<file path="config.mk">
export PLATFORM = sky130hd
export DESIGN_NAME = exp_table_writer
export DESIGN_NICKNAME = d
export VERILOG_FILES = /design/src/rtl/exp_table_pkg.sv /design/src/rtl/exp_table_writer_ram.sv /design/src/rtl/exp_table_writer.sv
export SDC_FILE = /design/constraint.sdc
export NUM_CORES = 1
export LEC_CHECK = 0
export BUFFER_PORTS_ARGS = -buffer_cell sky130_fd_sc_hd__buf_2
export CAP_MARGIN = 10
export CORE_MARGIN = 4
export CORE_UTILIZATION = 65
export CTS_BUF_LIST = sky130_fd_sc_hd__clkbuf_8 sky130_fd_sc_hd__clkbuf_16
export CTS_CLUSTER_SIZE = 30
export DETAILED_ROUTE_END_ITERATION = 7
export GPL_ROUTABILITY_DRIVEN = 0
export PLACE_DENSITY = 0.83
export SYNTH_ARGS = -nofsm -noshare
export SYNTH_HDL_FRONTEND = slang
export SYNTH_SLANG_ARGS = --single-unit
</file>
<file path="constraint.sdc">
create_clock -name clk -period 5.8 [get_ports clk]
set_input_delay 1.45 -clock clk [delete_from_list [all_inputs] [get_ports clk]]
set_output_delay 1.45 -clock clk [all_outputs]
set_load 0.03 [all_outputs]
</file>
<file path="src/rtl/exp_table_pkg.sv">
// Shared definitions for the writable exp lookup table: FSM states and default sizes.
package exp_table_pkg;

  typedef enum logic [1:0] {
    IDLE  = 2'd0,
    LOAD  = 2'd1,
    VALID = 2'd2
  } tbl_state_e;

  localparam int DEF_DATA_W     = 8;
  localparam int DEF_ADDR_RANGE = 32;
  localparam int DEF_ADDR_W     = 5;

endpackage

</file>
<file path="src/rtl/exp_table_writer_ram.sv">
// Distributed 1W/1R table RAM: synchronous write, registered read that holds when ce=0.
module exp_table_writer_ram
  import exp_table_pkg::*;
#(
  parameter int DataWidth    = DEF_DATA_W,
  parameter int Depth        = DEF_ADDR_RANGE,
  parameter int AddressWidth = DEF_ADDR_W
) (
  input  logic                    clk,
  input  logic                    rst,
  input  logic                    we,
  input  logic [AddressWidth-1:0] waddr,
  input  logic [DataWidth-1:0]    wdata,
  input  logic                    ce,
  input  logic [AddressWidth-1:0] raddr,
  output logic [DataWidth-1:0]    q
);

  logic [DataWidth-1:0] mem [Depth];

  // Contents deliberately survive reset; only the read register is cleared.
  always_ff @(posedge clk) begin
    if (we) begin
      mem[waddr] <= wdata;
    end
  end

  // ---- read stage: q valid one cycle after ce ----
  always_ff @(posedge clk or posedge rst) begin
    if (rst) begin
      q <= '0;
    end else if (ce) begin
      q <= mem[raddr];
    end
  end

endmodule

</file>
<file path="src/rtl/exp_table_writer.sv">
// Writable exp lookup table: streams a full table into RAM, then serves 1-cycle lookups.
module exp_table_writer
  import exp_table_pkg::*;
#(
  parameter int DataWidth    = DEF_DATA_W,
  parameter int AddressRange = DEF_ADDR_RANGE,
  parameter int AddressWidth = DEF_ADDR_W
) (
  input  logic                    clk,
  input  logic                    reset,
  input  logic                    load_start,
  input  logic [DataWidth-1:0]    wr_data,
  input  logic                    wr_valid,
  output logic                    wr_ready,
  output logic [AddressWidth:0]   load_count,
  output logic                    load_done,
  input  logic [AddressWidth-1:0] address0,
  input  logic                    ce0,
  output logic [DataWidth-1:0]    q0,
  output logic                    rd_err
);

  localparam logic [AddressWidth:0] RANGE = (AddressWidth+1)'(AddressRange);
  localparam logic [AddressWidth:0] LAST  = (AddressWidth+1)'(AddressRange - 1);

  function automatic logic [AddressWidth:0] sat_inc(input logic [AddressWidth:0] v);
    return (v >= RANGE) ? RANGE : v + 1'b1;
  endfunction

  tbl_state_e state, state_nxt;
  logic       accept;
  logic       rd_ok;

  always_ff @(posedge clk or posedge reset) begin
    if (reset) begin
      state <= IDLE;
    end else begin
      state <= state_nxt;
    end
  end

  // A restart pulse outranks a beat handshaking in the same cycle.
  always_comb begin
    state_nxt = state;
    wr_ready  = 1'b0;
    load_done = 1'b0;
    accept    = 1'b0;
    case (state)
      IDLE: begin
        if (load_start) state_nxt = LOAD;
      end
      LOAD: begin
        wr_ready = 1'b1;
        accept   = wr_valid & ~load_start;
        if (load_start) begin
          state_nxt = LOAD;
        end else if (accept && (load_count == LAST)) begin
          state_nxt = VALID;
        end
      end
      VALID: begin
        load_done = 1'b1;
        if (load_start) state_nxt = LOAD;
      end
      default: state_nxt = IDLE;
    endcase
  end

  // load_count doubles as the write pointer.
  always_ff @(posedge clk or posedge reset) begin
    if (reset) begin
      load_count <= '0;
    end else if (load_start) begin
      load_count <= '0;
    end else if (accept) begin
      load_count <= sat_inc(load_count);
    end
  end

  assign rd_ok = ce0 & load_done & ({1'b0, address0} < RANGE);

  // ---- lookup stage: q0 / rd_err one cycle after ce0 ----
  always_ff @(posedge clk or posedge reset) begin
    if (reset) begin
      rd_err <= 1'b0;
    end else begin
      rd_err <= ce0 & ~rd_ok;
    end
  end

  exp_table_writer_ram #(
    .DataWidth   (DataWidth),
    .Depth       (AddressRange),
    .AddressWidth(AddressWidth)
  ) u_ram (
    .clk  (clk),
    .rst  (reset),
    .we   (accept),
    .waddr(load_count[AddressWidth-1:0]),
    .wdata(wr_data),
    .ce   (rd_ok),
    .raddr(address0),
    .q    (q0)
  );

endmodule

</file>
==> impl_metrics.ini, run 1 <==
[status]
status = finished, final reports clean

[timing]
relSlewSlack_pct = 19.8
min_period_over_period_pct = 60.8
final_max_slew_viol_count = 0
setup_tns_ps = 0
worst_slew_pin_slew_ps = 1200
rsz0062_at_grt = no
setup_violations = 0
hold_viol = 0
fin_skew_ps = 11.1
period_minus_slack_ps = 3530
max_clock_freq_mhz = 284

[power_and_ir_drop]
peakVddDrop_uv = 329
switchingPower_mw = 0.862
p_clk_share_pct = 40.8
power_frac_seq_pct = 53.5
intPower_mw = 3.23
leakagePower_nw = 4.30
comb_power_share_pct = 5.7
p_sw_share_pct = 21.1
power.total_mw = 4.09
power.density_nw_per_um2 = 340

[place]
place_area_um2 = 11200
numPortBuffers = 34
place_inst = 857
hpwl_mm = 14.0

[route]
drc = 0
final_antenna_net_count = 0
wire_per_inst_um = 25.6
drtPass1Iterations = 5
vias = 5938
wl_mm = 23.2
first_iter_violations = 659
via_per_inst = 6.55

[layout]
multi_input_area_um2 = 2570
fillers = 970
area.growth.synth_to_final_pct = 10.3
drive_above_1_share_pct = 13.8
diodes = 0
mostFrequentLayoutCell = edfxtp_1
finalInstanceArea_um2 = 12000
seq_area_um2 = 8110
mostFrequentLayoutCells = edfxtp_1 (256), mux2i_1 (128), nor2_1 (36)
final_cells = 906
nNetsFinal = 688

[clock_network]
clockRootBuffer = clkbuf_16
ctsHoldBuffers = 0
cts_buffer_depth = 3
postCtsSetupRepairBufs = 0
cts_tree = built
clk_latency_ps = 530
cts_made_buffers = 27
clkTransAtPathRegs_ps = 60
cts_resized = 0
htree_num_levels = 1
numClockSinks = 273

[floorplanning]
num_rows = 47
die_y_um = 138
num_io_pins = 35
dieWidth_um = 138
dieArea_um2 = 18900
start_util_pct = 66.1
placeableCoreArea_um2 = 16500

[setup_path]
critPathTopFamily = buffers and inverters
path_buf_inv = 2
crit_type = in2reg
reg2reg_slack_ps = 3480
worst_ep_required_time_ps = 6220
slowest_delay_ps = 710
cp-startpoint = address0[0]
critPathArrivalTime_ps = 3940
crit_path_start_kind = input port
crit_path_max_fanout = 86
cp_slowest_cell = buf_6
end_kind = flip-flop
path_cells = buf_6 -> buf_4 -> mux2i_1 -> a22o_1 -> a221oi_1 -> o22ai_1 -> o41ai_2
worstReg2RegStart = state[1]

[yosys]
synthFlopType = edfxtp_1
synth_nets = 653
yosys_warnings = 0
synth-seq-cells = 273
ys_types = 35
synth-edff-count = 256
synth_area_um2 = 10900
synth-seq-area-share_pct = 74.2
synthCells = 631
synthArstFlopShare_pct = 6.23
syn_avg_cell_area_um2 = 17.3

[global_route]
grt_max_degree = 87
grt_use_total_pct = 25.2
antenna_found_initial = 0
grt_pass1_wl_mm = 34.7
grt_pass1_vias = 5852
overflow = 0

[min_path]
min_from = state[1]
holdCritPathClass = reg2reg

[run]
cap_viol_max_count = 0
-- power by group through the flow --
| stage | logic (mW) | clock network (mW) | registers [mW] |
|---|---|---|---|
| after floorplan | 0.135 | 0 | 2.24 |
| after global placement | 0.222 | 0 | 2.23 |
| after detailed placement | 0.231 | 0 | 2.23 |
| after CTS | 0.233 | 1.68 | 2.19 |
| after global routing | 0.250 | 1.77 | 2.19 |
| final | 0.234 | 1.67 | 2.19 |
-- Yosys cell counts (all sizes together) (3+ instances only) --
cell    count  area [µm²]
edfxtp    256        7690
mux2i     128        1280
nor2       37         139
a22oi      32         240
a21oi      22         110
buf        19         184
nand2      19        71.3
a22o       17         149
dfrtp      17         425
a221oi     16         184
clkbuf     15        60.1
o22ai       8        50.1
o41ai       8        85.1
nor2b       6        37.5
nand2b      5        31.3
ha          4        50.1
inv         3        11.3
nand3       3        15.0
nand3b      3        22.5
o21ai       3        15.0
-- stage by stage --
stage	worst slack (ps)	hold slack (ps)	util (%)
floorplan	3030	453	-
global placement	1970	478	67.7
detailed placement	1790	496	67.7
CTS	2330	519	72.9
global route	2170	546	72.9
finish	2270	506	72.9
-- final cells by class --
type / count / area share (%)
sequential: 273 / 67.3
multi-input combinational: 321 / 21.3
clock buffer: 31 / 6.06
tap: 220 / 2.28
timing repair buffer: 40 / 1.84
clock inverter: 18 / 1.09
inverter: 3 / 0.0935
-- worst paths after layout --
check,endpoint,cells after the start
worst min register to register,state[0],1
worst min-delay path,state[0],1
worst max register to register,u_ram.mem[4][6],3
min in group asynchronous,load_count[0],2
max in group asynchronous,load_count[4],2
worst max-delay path,u_ram.q[3],7
-- layer usage --
| metal | track usage (%) | part of all wire, % | vias up |
|---|---|---|---|
| met5 | 0 | 0 | - |
| met4 | 8.59 | 3.5 | 0 |
| met3 | 3.94 | 8.2 | 55 |
| met2 | 40.7 | 48 | 333 |
| met1 | 35.4 | 40 | 2959 |
| li1 | - | - | 2591 |
-- sequential cells by signal, summed over array words and instances (netlist names) --
name and count:
u_ram.q 8, state 2, u_ram.mem 256, load_count 6, rd_err 1
-- cells by family after synthesis --
| group | after synthesis | share of synthesized area (%) |
|---|---|---|
| compound gates | 109 | 7.83 |
| flops | 273 | 74.2 |
| simple gates | 80 | 3.40 |
| fa+ha+maj | 4 | 0.458 |
| buf+inv | 37 | 2.34 |
| mux | 128 | 11.7 |
No activity file was read; power rests on OpenSTA's default activity.
==> run 2: changes to the inputs <==
Settings changed: CORE_UTILIZATION 65 to 61, PLACE_DENSITY 0.83 to 0.78.
Clock period 5.8 ns to 3.5 ns, I/O delays scaled along.
==> impl_metrics.ini, run 2 (synthesis results as in run 1) <==
[status]
status = finished, final reports clean

[floorplanning]
num_io_pins = 35
num_rows = 48
die_y_um = 142
start_util_pct = 62.7
placeableCoreArea_um2 = 17400
dieArea_um2 = 20100
dieWidth_um = 142

[route]
drc = 0
via_per_inst = 6.52
vias = 6033
drt-met1-wl_mm = 9.23
first_iter_violations = 753
wl_met3_mm = 1.97
wl_mm = 23.2
drtPass1Iterations = 5
highest_layer = met4
wl_met2_mm = 11.1
final_antenna_net_count = 0
wire_per_inst_um = 25.0

[setup_path]
path_buf_inv = 1
rr_endpoint = u_ram.mem[11][6]
cp_slowest_cell = dfrtp_1
worstReg2RegStart = state[1]
cp.depth = 1
endpoint = load_count[2]
cp-startpoint = load_count[2]
critPathArrivalTime_ps = 1510
end_kind = output port
slowest_delay_ps = 670
crit_path_max_fanout = 13
crit_path_start_kind = flip-flop
path_cells = buf_2
crit_type = reg2out
worst_ep_required_time_ps = 2620
reg2reg_slack_ps = 1320
r2r_cells = 3
critPathTopFamily = flip-flops

[clock_network]
cts_buffer_depth = 3
htree_num_levels = 1
clk_latency_ps = 540
cts_made_buffers = 27
cts_resized = 0
ctsHoldBuffers = 0
postCtsSetupRepairBufs = 0
numClockSinks = 273
clkTransAtPathRegs_ps = 60
cts_tree = built
clockRootBuffer = clkbuf_16

[layout]
diodes = 0
utilization_pct = 70.4
reg.largest.list = u_ram.mem: 256 flops, u_ram.q: 8 flops, load_count: 6 flops
fillers = 1087
seq_area_um2 = 8110
multi_input_area_um2 = 2570
drive_above_1_share_pct = 16.1
mostFrequentLayoutCell = edfxtp_1
area.growth.synth_to_final_pct = 12.2
largest_register_ffs = 256
regMostFlops = u_ram.mem
mostFrequentLayoutCells = edfxtp_1 (256), mux2i_1 (128), nor2_1 (36)
nNetsFinal = 702

[timing]
rsz0062_at_grt = no
max_clock_freq_mhz = 419
hold_viol = 0
final_max_slew_viol_count = 0
period_minus_slack_ps = 2390
setup_tns_ps = 0
relSlewSlack_pct = 43.7
worst_slew_pin_slew_ps = 841
setup_violations = 0
fin_skew_ps = 24.6
min_period_over_period_pct = 68.2

[global_route]
overflow = 0
grt_use_total_pct = 23.5
grt_pass1_wl_mm = 35.7
grt_pass1_vias = 6072
grt_max_degree = 46
antenna_found_initial = 0

[power_and_ir_drop]
peakVddDrop_uv = 453
power.density_nw_per_um2 = 570
leakagePower_nw = 4.39
power.total_mw = 6.98

[place]
numPortBuffers = 34
hpwl_mm = 14.2

[min_path]
holdCritPathClass = in2async

[run]
cap_viol_max_count = 0
run 2: worst min-delay path by stage:
stage	from	endpoint	slack [ps]
6_report	reset	state[1]	450
5_1_grt	reset	rd_err	490
4_1_cts	reset	state[1]	460
3_5_place_dp	state[1]	state[0]	480
3_3_place_gp	state[1]	state[0]	480
2_1_floorplan	state[1]	state[0]	450
run 2: per-stage QoR:
stage / setup slack [ps] / std cells / area (µm²) / hold slack [ps]
4_1_cts: 1130 / 926 / 12300 / 459
3_5_place_dp: 662 / 876 / 11300 / 480
5_1_grt: 1040 / 926 / 12300 / 488
3_3_place_gp: 736 / 876 / 11300 / 478
2_1_floorplan: 1300 / 631 / 10900 / 453
6_report: 1110 / 926 / 12300 / 451
run 2: metal layers:
layer,vias up,global-route usage [%]
li1,2614,-
met1,3036,33.1
met2,321,37.6
met3,62,3.44
met4,0,9.29
met5,-,0
run 2: area by class of cell:
| class | count | share of cell area (%) |
|---|---|---|
| flip-flops and latches | 273 | 66.2 |
| multi-input cells | 321 | 20.9 |
| clock buffers | 27 | 5.51 |
| repair buffers | 54 | 2.87 |
| well taps | 225 | 2.30 |
| clock inverters | 23 | 2.09 |
| inverters | 3 | 0.0919 |
run 2: power breakdown:
group          internal (mW)  switching (mW)
combinational          0.127           0.267
clock                   1.78            1.18
sequential              3.60          0.0220
total                   5.51            1.47
==> run 3: changes to the inputs <==
Settings changed: ABC_AREA set to 1, CORE_UTILIZATION 61 to 62, PLACE_DENSITY 0.78 to 0.79.
Clock period 3.5 ns to 2.3 ns, I/O delays scaled along.
==> impl_metrics.ini, run 3 <==
[clock_network]
ctsHoldBuffers = 0
clkTransAtPathRegs_ps = 60
postCtsSetupRepairBufs = 0
clk_latency_ps = 540
htree_num_levels = 1
numClockSinks = 273
cts_buffer_depth = 3
cts_made_buffers = 27
cts_tree = built
cts_resized = 0
clockRootBuffer = clkbuf_16

[timing]
max_clock_freq_mhz = 487
min_period_over_period_pct = 89.2
setup_tns_ps = 0
worst_slew_pin_slew_ps = 801
hold_ws_ps = 177
period_minus_slack_ps = 2050
fin_skew_ps = 11.5
final_max_slew_viol_count = 0
rsz0062_at_grt = no
hold_viol = 0
setup_violations = 0
relSlewSlack_pct = 46.6

[route]
drtPass1Iterations = 5
drc = 0
via_per_inst = 5.88
wire_per_inst_um = 20.1
wl_mm = 26.0
vias = 7589
first_iter_violations = 908
final_antenna_net_count = 0

[floorplanning]
num_io_pins = 35
dieArea_um2 = 20500
num_rows = 49
die_y_um = 143
start_util_pct = 63.0
dieWidth_um = 143
placeableCoreArea_um2 = 18000

[yosys]
synth_xor_xnor_area_share_pct = 0.0774
yosys_warnings = 0
synth_common_cells = nand2_1 (351), edfxtp_1 (256), nand3_1 (222)
synth_top_cell_area_share_pct = 68.0
synth-seq-area-share_pct = 71.7
yosysMostFrequentCell = nand2_1
ys_types = 23
synthSimpleGateAreaFrac_pct = 23.0
synth_top_family_by_area = simple AND/OR/NAND/NOR gates
ys_top_cells_by_area = edfxtp_1 (68%), nand2_1 (12%), nand3_1 (9.8%)
synth-edff-count = 256
synth_top_area_cell = edfxtp_1
synthCells = 976
synthArstFlopShare_pct = 6.23
syn_avg_cell_area_um2 = 11.6
synthFlopType = edfxtp_1
synth_mux_area_share_pct = 0
synth-compound-area-share_pct = 0.553
synth_area_um2 = 11300
synth_nets = 998
synth-seq-cells = 273
synthAdderAreaFrac_pct = 0.442

[setup_path]
path_buf_inv = 3
cp_slowest_cell = nand2_1
worst_ep_required_time_ps = 2550
end_kind = flip-flop
critPathTopFamily = simple AND/OR/NAND/NOR gates
timing.critical_path.mode_cell = inv_1
slowest_delay_ps = 410
crit_path_start_kind = flip-flop
path_cells = inv_1 -> nor2_4 -> inv_1 -> nor3_4 -> nand2_1 -> nor2_1 -> buf_4
crit_type = reg2reg
critPathArrivalTime_ps = 2300
crit_path_max_fanout = 8
reg2reg_slack_ps = 250

[global_route]
grt_pass1_wl_mm = 40.5
overflow = 0
grt_use_total_pct = 26.1
grt_pass1_vias = 7339
antenna_found_initial = 0
grt_max_degree = 65

[status]
status = finished, final reports clean

[layout]
mostFrequentLayoutCells = nand2_1 (351), edfxtp_1 (256), nand3_1 (222)
largest_register_ffs = 256
fillers = 1205
diodes = 0
drive_above_1_share_pct = 13.4
regMostFlops = u_ram.mem
nNetsFinal = 1062
mostFrequentLayoutCell = nand2_1
final_cells = 1290
reg.largest.list = u_ram.mem: 256 flops, u_ram.q: 8 flops, load_count: 6 flops
area.growth.synth_to_final_pct = 13.1

[power_and_ir_drop]
power.density_nw_per_um2 = 829
peakVddDrop_uv = 869
power.total_mw = 10.6
leakagePower_nw = 4.91

[place]
place_inst = 1240
hpwl_mm = 15.6
numPortBuffers = 34

[min_path]
holdCritPathClass = in2async

[run]
cap_viol_max_count = 0
-- run 3: cell count changes after synthesis, moves of 7 or more --
cell      delta
nand2_1    +332
nand3_1    +219
mux2i_1    -128
a22oi_1     -32
a21oi_1     -19
a22o_1      -17
buf_6       +16
inv_1       +16
buf_2       +12
a221oi_1     -9
a221oi_2     -7
-- run 3: cell type report --
type | instances | area [µm²] | share of cell area, %
Multi-Input combinational cell | 628 | 2730 | 21.3
Inverter | 21 | 80.1 | 0.626
Clock buffer | 33 | 758 | 5.93
Tap cell | 229 | 287 | 2.24
Sequential cell | 273 | 8110 | 63.4
Timing Repair Buffer | 89 | 686 | 5.36
Clock inverter | 17 | 145 | 1.13
-- run 3: path summary, 6_finish.rpt --
path,start,endpoint,cells past startpoint
worst max-delay path,state[0],u_ram.mem[29][4],7
min in group clk,ce0,rd_err,3
worst min register to register,state[0],state[0],1
worst max register to register,state[0],u_ram.mem[29][4],7
max in group asynchronous,reset,u_ram.q[4],2
worst min-delay path,reset,load_count[3],2
-- run 3: kinds of logic after synthesis --
kind of cell | after synthesis
adder cells (fa/ha/maj) | 4
XOR/XNOR | 1
AND/OR/NAND/NOR | 613
AO/OA/AOI/OAI | 10
buffers and inverters | 75
flip-flops | 273
-- run 3: metal layers --
metal | global-route usage, % | wire, µm
met5 | 0 | 0
met4 | 7.85 | 716
met3 | 5.83 | 2730
met2 | 42.0 | 12400
met1 | 36.4 | 10100
-- run 3: where the power goes --
group,internal (mW),switching [mW],leakage (nW)
Sequential,5.49,0.0414,2.52
Combinational,0.208,0.544,1.94
Clock,2.48,1.84,0.441
Total,8.18,2.43,4.91
-- run 3: metrics by stage --
stage               util, %  setup WS, ps  instance area, µm²
floorplan                 -           407               11300
global placement       66.2           240               11900
detailed placement     66.2           141               11900
CTS                    71.2           265               12800
global route           71.2           105               12800
finish                 71.2           247               12800
